### src/rtl/matrix_pkg.sv
// Shared constants and state encoding for the 2x2 integer transform inverter.
package matrix_pkg;

  localparam int unsigned C21     = 21;
  localparam int unsigned C39     = 39;
  localparam int unsigned C11     = 11;
  localparam int unsigned C5      = 5;
  localparam int unsigned DET_MAG = 324;

  typedef enum logic [1:0] {
    IDLE = 2'd0,
    CALC = 2'd1,
    DIV  = 2'd2,
    DONE = 2'd3
  } state_t;

endpackage

### src/rtl/div324_seq.sv
// Sequential restoring divider by DET_MAG, one quotient bit per enabled cycle.
// Exposes the next-step quotient/remainder so the caller can register the final step.
module div324_seq
  import matrix_pkg::*;
#(
  parameter int unsigned DW = 39
) (
  input  logic          clk,
  input  logic          rst,
  input  logic          start,
  input  logic          en,
  input  logic [DW-1:0] dividend,
  output logic [DW-1:0] quo_c,
  output logic [8:0]    rem_c
);

  logic [DW-1:0] quo_q;
  logic [8:0]    rem_q;
  logic [9:0]    trial;
  logic          ge;

  // Dividend bits shift out of quo_q's MSB while quotient bits shift in at the LSB.
  always_comb begin
    trial = {rem_q, quo_q[DW-1]};
    ge    = (trial >= 10'(DET_MAG));
    rem_c = ge ? 9'(trial - 10'(DET_MAG)) : trial[8:0];
    quo_c = {quo_q[DW-2:0], ge};
  end

  always_ff @(posedge clk or posedge rst) begin
    if (rst) begin
      quo_q <= '0;
      rem_q <= '0;
    end else if (start) begin
      quo_q <= dividend;
      rem_q <= '0;
    end else if (en) begin
      quo_q <= quo_c;
      rem_q <= rem_c;
    end
  end

endmodule

### src/rtl/matrix_inv.sv
// Inverts y1=21*x1+39*x2, y2=11*x1+5*x2 with shift-add numerators and two
// parallel sequential dividers; flags inputs that are not exact unsigned images.
module matrix_inv
  import matrix_pkg::*;
#(
  parameter int unsigned W = 32
) (
  input  logic         clk,
  input  logic         rst,
  input  logic         in_valid,
  output logic         in_ready,
  input  logic [W-1:0] y1,
  input  logic [W-1:0] y2,
  output logic         out_valid,
  input  logic         out_ready,
  output logic [W-1:0] x1,
  output logic [W-1:0] x2,
  output logic         err
);

  localparam int unsigned NW = W + 8;
  localparam int unsigned DW = W + 7;
  localparam int unsigned CW = $clog2(W + 8);

  state_t        state;
  logic [W-1:0]  y1_q, y2_q;
  logic [CW-1:0] cnt;
  logic          neg1_q, neg2_q;

  logic [NW-1:0] n1_c, n2_c, mag1_c, mag2_c;
  logic [DW-1:0] quo1_c, quo2_c;
  logic [8:0]    rem1_c, rem2_c;
  logic          err_c;

  // Constant multiply as a sum of shifted copies, one per set coefficient bit.
  function automatic logic [NW-1:0] sa(input logic [NW-1:0] v, input int unsigned c);
    logic [NW-1:0] acc;
    acc = '0;
    for (int i = 0; i < 32; i++)
      if (c[i]) acc = acc + (v << i);
    return acc;
  endfunction

  always_comb begin
    n1_c   = sa(NW'(y2_q), C39) - sa(NW'(y1_q), C5);
    n2_c   = sa(NW'(y1_q), C11) - sa(NW'(y2_q), C21);
    mag1_c = n1_c[NW-1] ? (~n1_c + NW'(1)) : n1_c;
    mag2_c = n2_c[NW-1] ? (~n2_c + NW'(1)) : n2_c;
    err_c  = neg1_q || neg2_q || (rem1_c != '0) || (rem2_c != '0) ||
             (quo1_c[DW-1:W] != '0) || (quo2_c[DW-1:W] != '0);
  end

  div324_seq #(.DW(DW)) u_div1 (
    .clk(clk), .rst(rst), .start(state == CALC), .en(state == DIV),
    .dividend(DW'(mag1_c)), .quo_c(quo1_c), .rem_c(rem1_c)
  );

  div324_seq #(.DW(DW)) u_div2 (
    .clk(clk), .rst(rst), .start(state == CALC), .en(state == DIV),
    .dividend(DW'(mag2_c)), .quo_c(quo2_c), .rem_c(rem2_c)
  );

  always_ff @(posedge clk or posedge rst) begin
    if (rst) begin
      state     <= IDLE;
      in_ready  <= 1'b1;
      out_valid <= 1'b0;
      x1        <= '0;
      x2        <= '0;
      err       <= 1'b0;
      y1_q      <= '0;
      y2_q      <= '0;
      cnt       <= '0;
      neg1_q    <= 1'b0;
      neg2_q    <= 1'b0;
    end else begin
      case (state)
        IDLE: if (in_valid) begin
          y1_q     <= y1;
          y2_q     <= y2;
          in_ready <= 1'b0;
          state    <= CALC;
        end
        CALC: begin
          neg1_q <= n1_c[NW-1];
          neg2_q <= n2_c[NW-1];
          cnt    <= '0;
          state  <= DIV;
        end
        // The last divider step is taken from the next-step outputs on the same edge.
        DIV: begin
          cnt <= cnt + CW'(1);
          if (cnt == CW'(DW - 1)) begin
            state     <= DONE;
            out_valid <= 1'b1;
            err       <= err_c;
            x1        <= err_c ? '0 : quo1_c[W-1:0];
            x2        <= err_c ? '0 : quo2_c[W-1:0];
          end
        end
        DONE: if (out_ready) begin
          out_valid <= 1'b0;
          in_ready  <= 1'b1;
          state     <= IDLE;
        end
        default: state <= IDLE;
      endcase
    end
  end

endmodule

### config.mk
export PLATFORM = sky130hd
export DESIGN_NAME = matrix_inv
export DESIGN_NICKNAME = d
export VERILOG_FILES = /design/src/rtl/matrix_pkg.sv /design/src/rtl/div324_seq.sv /design/src/rtl/matrix_inv.sv
export SDC_FILE = /design/constraint.sdc
export NUM_CORES = 1
export LEC_CHECK = 0
export BUFFER_PORTS_ARGS = -buffer_cell sky130_fd_sc_hd__buf_2
export CAP_MARGIN = 20
export CELL_PAD_IN_SITES_DETAIL_PLACEMENT = 2
export CELL_PAD_IN_SITES_GLOBAL_PLACEMENT = 2
export CORE_MARGIN = 3
export CORE_UTILIZATION = 40
export DETAILED_ROUTE_END_ITERATION = 12
export PLACE_DENSITY = 0.83
export SYNTH_ARGS = -nofsm -noshare
export SYNTH_HDL_FRONTEND = slang
export SYNTH_SLANG_ARGS = --single-unit
### constraint.sdc
create_clock -name clk -period 19.9 [get_ports clk]
set_clock_uncertainty 0.2 [all_clocks]
set_input_delay 0 -clock clk [delete_from_list [all_inputs] [get_ports clk]]
set_output_delay 0 -clock clk [all_outputs]
set_load 0.005 [all_outputs]
* After elaboration in Yosys (flattened, before gate mapping)
Index checks and enable logic that the tools add are counted.
W data, S select, Z words.
** Word-level totals
- Bits in registers :: 237
- Latch bits :: 0
- RAM bits :: 0
- Memory bits (read-only) :: 0
- Input port bits :: 68
- Output and inout bits :: 67
- Logic and storage cells :: 84
- Memories :: 0
** Operators by class
- $add $sub $neg :: 15
- $mul :: 0
- Divide/modulo/power cells :: 0
- Magnitude comparators :: 2
- Equal/unequal tests :: 7
- Shift operators :: 0
- Multiplexer cells :: 25
- Bitwise logic cells :: 2
- Reduce and logical (&&, ||, !) cells :: 18
** Operator list (number)
- $mux W39 :: 6
- $add A39 B1 Y39 const B :: 2
- $not A39 Y39 :: 2
- $add A32 B34 Y35 :: 2
- $add A32 B33 Y34 :: 2
- $mux W32 :: 2
- $mux W9 :: 6
- $sub A38 B35 Y39 :: 1
- $add A35 B37 Y38 :: 1
- $sub A36 B37 Y38 :: 1
- $add A35 B36 Y37 :: 1
- $add A34 B35 Y36 :: 1
- $add A34 B34 Y35 :: 1
- $ge A10 B9 Y1 const B :: 2
- $reduce_bool A9 Y1 :: 2
- $sub A9 B9 Y9 const B :: 2
- $reduce_bool A7 Y1 :: 2
- $pmux W6 S2 :: 1
- $reduce_and A3 Y1 :: 3
- $pmux W2 S4 :: 1
- $add A6 B1 Y6 const B :: 1
- $eq A6 B6 Y1 const B :: 1
- $mux W2 :: 3
- $ne A2 B2 Y1 const B :: 3
- other kinds (8) :: 20

* Logic depth before layout (Yosys ltp)
- Depth after elaboration :: 8
- Depth in mapped cells :: 22
- Depth with buffers taken out :: 21

* Cells and area by module
Synthesis repeated with hierarchy kept, for this count alone.
** Second synthesis, totals
- Cells, all modules :: 2475
- Area total of the unflattened synthesis :: 23344.9 µm²
** By module, submodules not included
- matrix_inv :: times used 1, cells each 1967, area each 18247.5 µm², sequential area each 3529.6 µm²
- div324_seq :: times used 2, cells each 254, area each 2548.7 µm², sequential area each 1201.2 µm²

* Least setup slack after synthesis
No wires, ideal clock.
- Path kind :: register to register
- Start :: reg y2_q[10]
- End :: reg u_div2.quo_q[33]
- Library setup time :: 0.126 ns
- Data arrival time :: 5.867 ns
- Required time :: 19.574 ns
- Setup slack :: 13.707 ns
- Cell stages (with the launch flop) :: 21
- Path buffers :: 2
- Clock period less this slack :: 6.193 ns
- Cell sequence :: dfrtp_1 inv_1 fa_1 fa_1 inv_1 fa_1 inv_1 ha_1 buf_6 a21o_1 a221o_1 a21o_1 or4_4 a311oi_2 nand3_2 or4_4 buf_6 nor4_4 a31oi_1 xnor2_1 a221o_1
** Between the ends
- Longest elaborated chain between the ends :: 7
** RTL lines
- start, declared :: RTL line matrix_inv.sv:26 : logic [W-1:0] y1_q, y2_q;
- start signal, assigned :: RTL line matrix_inv.sv:80 : y2_q <= y2;
- $add A32 B34 Y35 :: RTL line matrix_inv.sv:40 : if (c[i]) acc = acc + (v << i);
- $add A35 B36 Y37 * :: RTL line matrix_inv.sv:40
- $sub A36 B37 Y38 * :: RTL line matrix_inv.sv:46 : n2_c = sa(NW'(y1_q), C11) - sa(NW'(y2_q), C21);
- $not A39 Y39 :: RTL line matrix_inv.sv:48 : mag2_c = n2_c[NW-1] ? (~n2_c + NW'(1)) : n2_c;
- $add A39 B1 Y39 :: RTL line matrix_inv.sv:48
- $mux W39 * :: RTL line matrix_inv.sv:48
- $mux W39 * :: RTL line div324_seq.sv:34 : end else if (start) begin
- end signal, assigned :: RTL line div324_seq.sv:35 : quo_q <= dividend;
- end signal, assigned :: RTL line div324_seq.sv:38 : quo_q <= quo_c;
- end, declared :: RTL line div324_seq.sv:17 : logic [DW-1:0] quo_q;
Every way passes the cells marked *; elsewhere a longest branch is shown, timed or not.
A chain may end at the register's enable or synchronous reset.

* Worst setup path after layout
- Start :: reg y2_q[1]
- End :: reg u_div1.quo_q[34]
** Between the ends
- Longest elaborated chain between the ends :: 8
** RTL lines
- $add A32 B33 Y34 :: RTL line matrix_inv.sv:40
- $add A34 B34 Y35 :: RTL line matrix_inv.sv:40
- $add A35 B37 Y38 * :: RTL line matrix_inv.sv:40
- $sub A38 B35 Y39 * :: RTL line matrix_inv.sv:45 : n1_c = sa(NW'(y2_q), C39) - sa(NW'(y1_q), C5);
- $not A39 Y39 :: RTL line matrix_inv.sv:47 : mag1_c = n1_c[NW-1] ? (~n1_c + NW'(1)) : n1_c;
- $add A39 B1 Y39 :: RTL line matrix_inv.sv:47
- $mux W39 * :: RTL line matrix_inv.sv:47
- $mux W39 * :: RTL line div324_seq.sv:34
- end signal, assigned :: RTL line div324_seq.sv:35
- end signal, assigned :: RTL line div324_seq.sv:38
- end, declared :: RTL line div324_seq.sv:17
Marked as above.

==> key figures <==
Run status
  • Run status: complete, no violations

Place
  • PortBufs: approximately 130
  • GPL Wtd Cong: roughly 0.9
  • Cell count after placement: between 3,000 and 4,000
  • Detailed placement HPWL: about 59,000 µm

Global routing
  • First-pass GRT wire length: 132,000 µm
  • Vias in the first global route: approximately 22,000
  • Largest net degree at the start of global routing: approximately 100
  • All-layer global routing usage: 0.284
  • Initial antenna violation count: 1
  • Congestion Overflow GR: 0

Routing
  • DRC violation count after routing: 0
  • ANT nets after route: 0
  • Iter 0 DRT Violations: between 900 and 1,000
  • Vias per cell: approximately 5.6
  • Post-Route WL: 83,300 µm
  • Routed WL per cell: 24.6 µm
  • DRT Pass-1 Iters: 6
  • Vias: about 19,000

STA
  • Final Critical Period: 7420 ps
  • Pins Over Slew Limit: 0
  • Slew @ Worst Pin: approximately 1200 ps
  • Final setup viols: 0
  • Setup tns final: 0 ps
  • Fmax: 135 MHz
  • RSZ-0062 raised after global routing: false
  • Final Cycle Share: 0.373
  • Final hold vios: 0
  • Relative slew slack: 0.233
  • Min Hold Slack: approximately 150 ps

Cells and area
  • Register area: slightly below 6000 µm²
  • Commonest non-fill, non-tap cell in the layout: inv_1
  • Share of cells above drive strength 1: 0.108
  • Multi-input logic area: between 10,000 and 15,000 µm²
  • Synthesis-to-finish area growth: 16.6%
  • Fill cells: 5,962
  • Non-filler cells, final: between 3,000 and 4,000
  • Most frequent cells in the layout: 461 x inv_1, 245 x fa_1, 236 x dfrtp_1, 161 x a21oi_1, 136 x o21ai_0
  • # nets final: approximately 3,000

Hold path
  • Min-delay src: out_ready
  • Hold Crit Class: in2reg
  • Hold Path Depth: 4
  • End of the worst hold path: out_valid$_DFFE_PP0P_

Die
  • Die width: between 200 and 250 µm
  • Core ar.: approximately 55,000 µm²
  • Initial Util: 0.405
  • Die Ht: approximately 240 µm
  • Die ar.: about 59,000 µm²
  • Num ports: about 140
  • # rows: 86

Setup path
  • Reg2Reg Depth: 21
  • Crit path kind: reg2reg
  • CP Launch Type: register
  • Worst R2R Setup Slack: ~12,000 ps
  • Critical path arrival: 7670 ps
  • Critical Path RT: ~20,000 ps
  • Crit end category: register
  • Reg-to-Reg End: u_div1.quo_q[34]$_DFFE_PP0P_
  • Crit Path Max Fanout: 6
  • Reg2reg start: y2_q[1]$_DFFE_PP0P_

Yosys
  • Mapped Area: approximately 22,000 µm²
  • Top cell type's share of synthesized area: 0.263
  • Syn Inst Count: approximately 2,400
  • YS warnings: 0
  • Dominant cell type by area after synthesis: dfrtp_1
  • Post-synth EDFFs: 0
  • Count of state elements after synthesis: around 240
  • Largest family of logic cells by synthesized area: adder cells
  • Synth Area in Adders: 0.279
  • Prevailing post-synth register cell: dfrtp_1
  • Syn_nets: between 2,000 and 3,000
  • Top cells by area, synth: dfrtp_1 26%, fa_1 22%, inv_1 7.8%
  • Synth Area in Simple Gates: 0.0997
  • Sequential area share after synthesis: 0.265
  • Netlist cell types: 83
  • Synth Area in XOR/XNOR: 0.0477
  • Complex-gate fraction of the synthesized area: 0.181
  • Synthesized area per cell: about 9.4 µm²
  • Mux share of post-synthesis cell area: 0.0354
  • Async set-or-reset flop fraction in the synthesized netlist: 1.00

CTS
  • Worst-Skew Late Latency: slightly above 600 ps
  • CTS tree: yes
  • H-tree levels: 1
  • CTS resizes: 0
  • CTS sink count: ~240
  • Reg clk slew, reported paths: approximately 60 ps
  • CTS buffer count: 29
  • Max clock buf depth: 3
  • Root buffer cell: clkbuf_16

Job
  • MaxCap Viol Count: 0
## synthesized netlist by cell type, types with 4 or more instances
| cell | number |
|---|---|
| inv_1 | 463 |
| fa_1 | 245 |
| dfrtp_1 | 236 |
| a21oi_1 | 161 |
| o21ai_0 | 136 |
| nand2_1 | 127 |
| ha_1 | 108 |
| nor2_1 | 108 |
| clkbuf_1 | 79 |
| xnor2_1 | 76 |
| a21o_1 | 71 |
| a22o_1 | 67 |
| mux2_2 | 65 |
| xor2_1 | 46 |
| nand3_1 | 30 |
| nor3_1 | 30 |
| and3_1 | 23 |
| a31oi_1 | 22 |
| nand4_1 | 20 |
| or3_1 | 20 |
| nor4_1 | 18 |
| o21a_1 | 18 |
| nor2b_1 | 17 |
| a211oi_1 | 16 |
| o22ai_1 | 14 |
| o2bb2ai_1 | 14 |
| and2_1 | 11 |
| o211ai_1 | 10 |
| o31ai_1 | 9 |
| o221ai_1 | 8 |
| a211o_1 | 7 |
| o21bai_1 | 7 |
| or4_1 | 7 |
| nor3b_1 | 6 |
| a21boi_0 | 5 |
| and4_1 | 5 |
| mux2i_1 | 5 |
| o21ba_2 | 5 |
| or2_2 | 5 |
| a311oi_1 | 4 |
| nand3b_1 | 4 |
| o311a_1 | 4 |
| o41ai_1 | 4 |
## sequential cells by signal, indices dropped and copies added, names as in the netlist
signal / count
u_div2.rem_q: 9
y1_q: 32
out_valid: 1
u_div2.quo_q: 39
x2: 32
err: 1
x1: 32
in_ready: 1
cnt: 6
neg1_q: 1
y2_q: 32
u_div1.quo_q: 39
neg2_q: 1
state: 2
u_div1.rem_q: 9
## metrics by stage
stage	area (µm²)	util	setup slack, ps
2_1_floorplan	22400	-	13200
3_3_place_gp	23800	0.430	13040
3_5_place_dp	23800	0.430	12660
4_1_cts	26100	0.472	12630
5_1_grt	26100	0.473	12110
6_report	26100	0.473	12480
## layout make-up
type,count,share of cell area
multi-input combinational,1610,0.552
sequential,237,0.227
tap,748,0.0358
clock inverter,11,0.00503
clock buffer,43,0.0328
antenna,1,0.0000957
inverter,464,0.0669
timing repair buffer,276,0.0799
## what timing repair did
item | CTS | global route
hold buffers | 133 | 0
setup buffers | 0 | 0
endpoints found under the hold margin | 161 | 0
## worst max-delay path by stage
stage | start | endpoint | cells past startpoint
floorplan | rst | cnt[0]$_DFFE_PP0P_ | 1
CTS | y2_q[1]$_DFFE_PP0P_ | u_div1.quo_q[34]$_DFFE_PP0P_ | 21
global route | y2_q[1]$_DFFE_PP0P_ | u_div1.quo_q[34]$_DFFE_PP0P_ | 21
finish | y2_q[1]$_DFFE_PP0P_ | u_div1.quo_q[34]$_DFFE_PP0P_ | 21
global placement | y2_q[1]$_DFFE_PP0P_ | u_div1.quo_q[34]$_DFFE_PP0P_ | 21
detailed placement | y2_q[1]$_DFFE_PP0P_ | u_div1.quo_q[34]$_DFFE_PP0P_ | 21
## kinds of logic (layout without fill, tap and decap cells)
family	count (synthesis)	count (layout)
muxes	71	71
buffers and inverters	549	794
xor gates and xnor gates	122	122
and+or+nand+nor	448	448
other	0	1
AOI/OAI and AO/OA	616	616
DFF	237	237
adders and majority gates	353	353
## critical path, cell delays in order (launching register included)
cell and delay (ps):
dfrtp_1 520, inv_1 220, fa_1 530, inv_1 70, fa_1 530, inv_1 60
fa_1 470, inv_1 80, ha_1 190, inv_1 60, fa_1 400, nand2b_1 200
a211oi_1 690, o311ai_1 380, a21oi_1 260, o21ai_0 140, a222oi_1 530, nand4_1 350
or4_1 720, o41ai_2 410, xor2_1 200, o21ai_1 70
## routing by layer
metal | GRT usage | part of all wire | up-vias
li1 | - | - | 8438
met1 | 0.354 | 0.42 | 10000
met2 | 0.499 | 0.50 | 445
met3 | 0.0365 | 0.035 | 186
met4 | 0.112 | 0.045 | 0
met5 | 0 | 0 | -
Power is not shown: default switching activity piles up to over one toggle a cycle in this logic, so the estimate is an artifact.
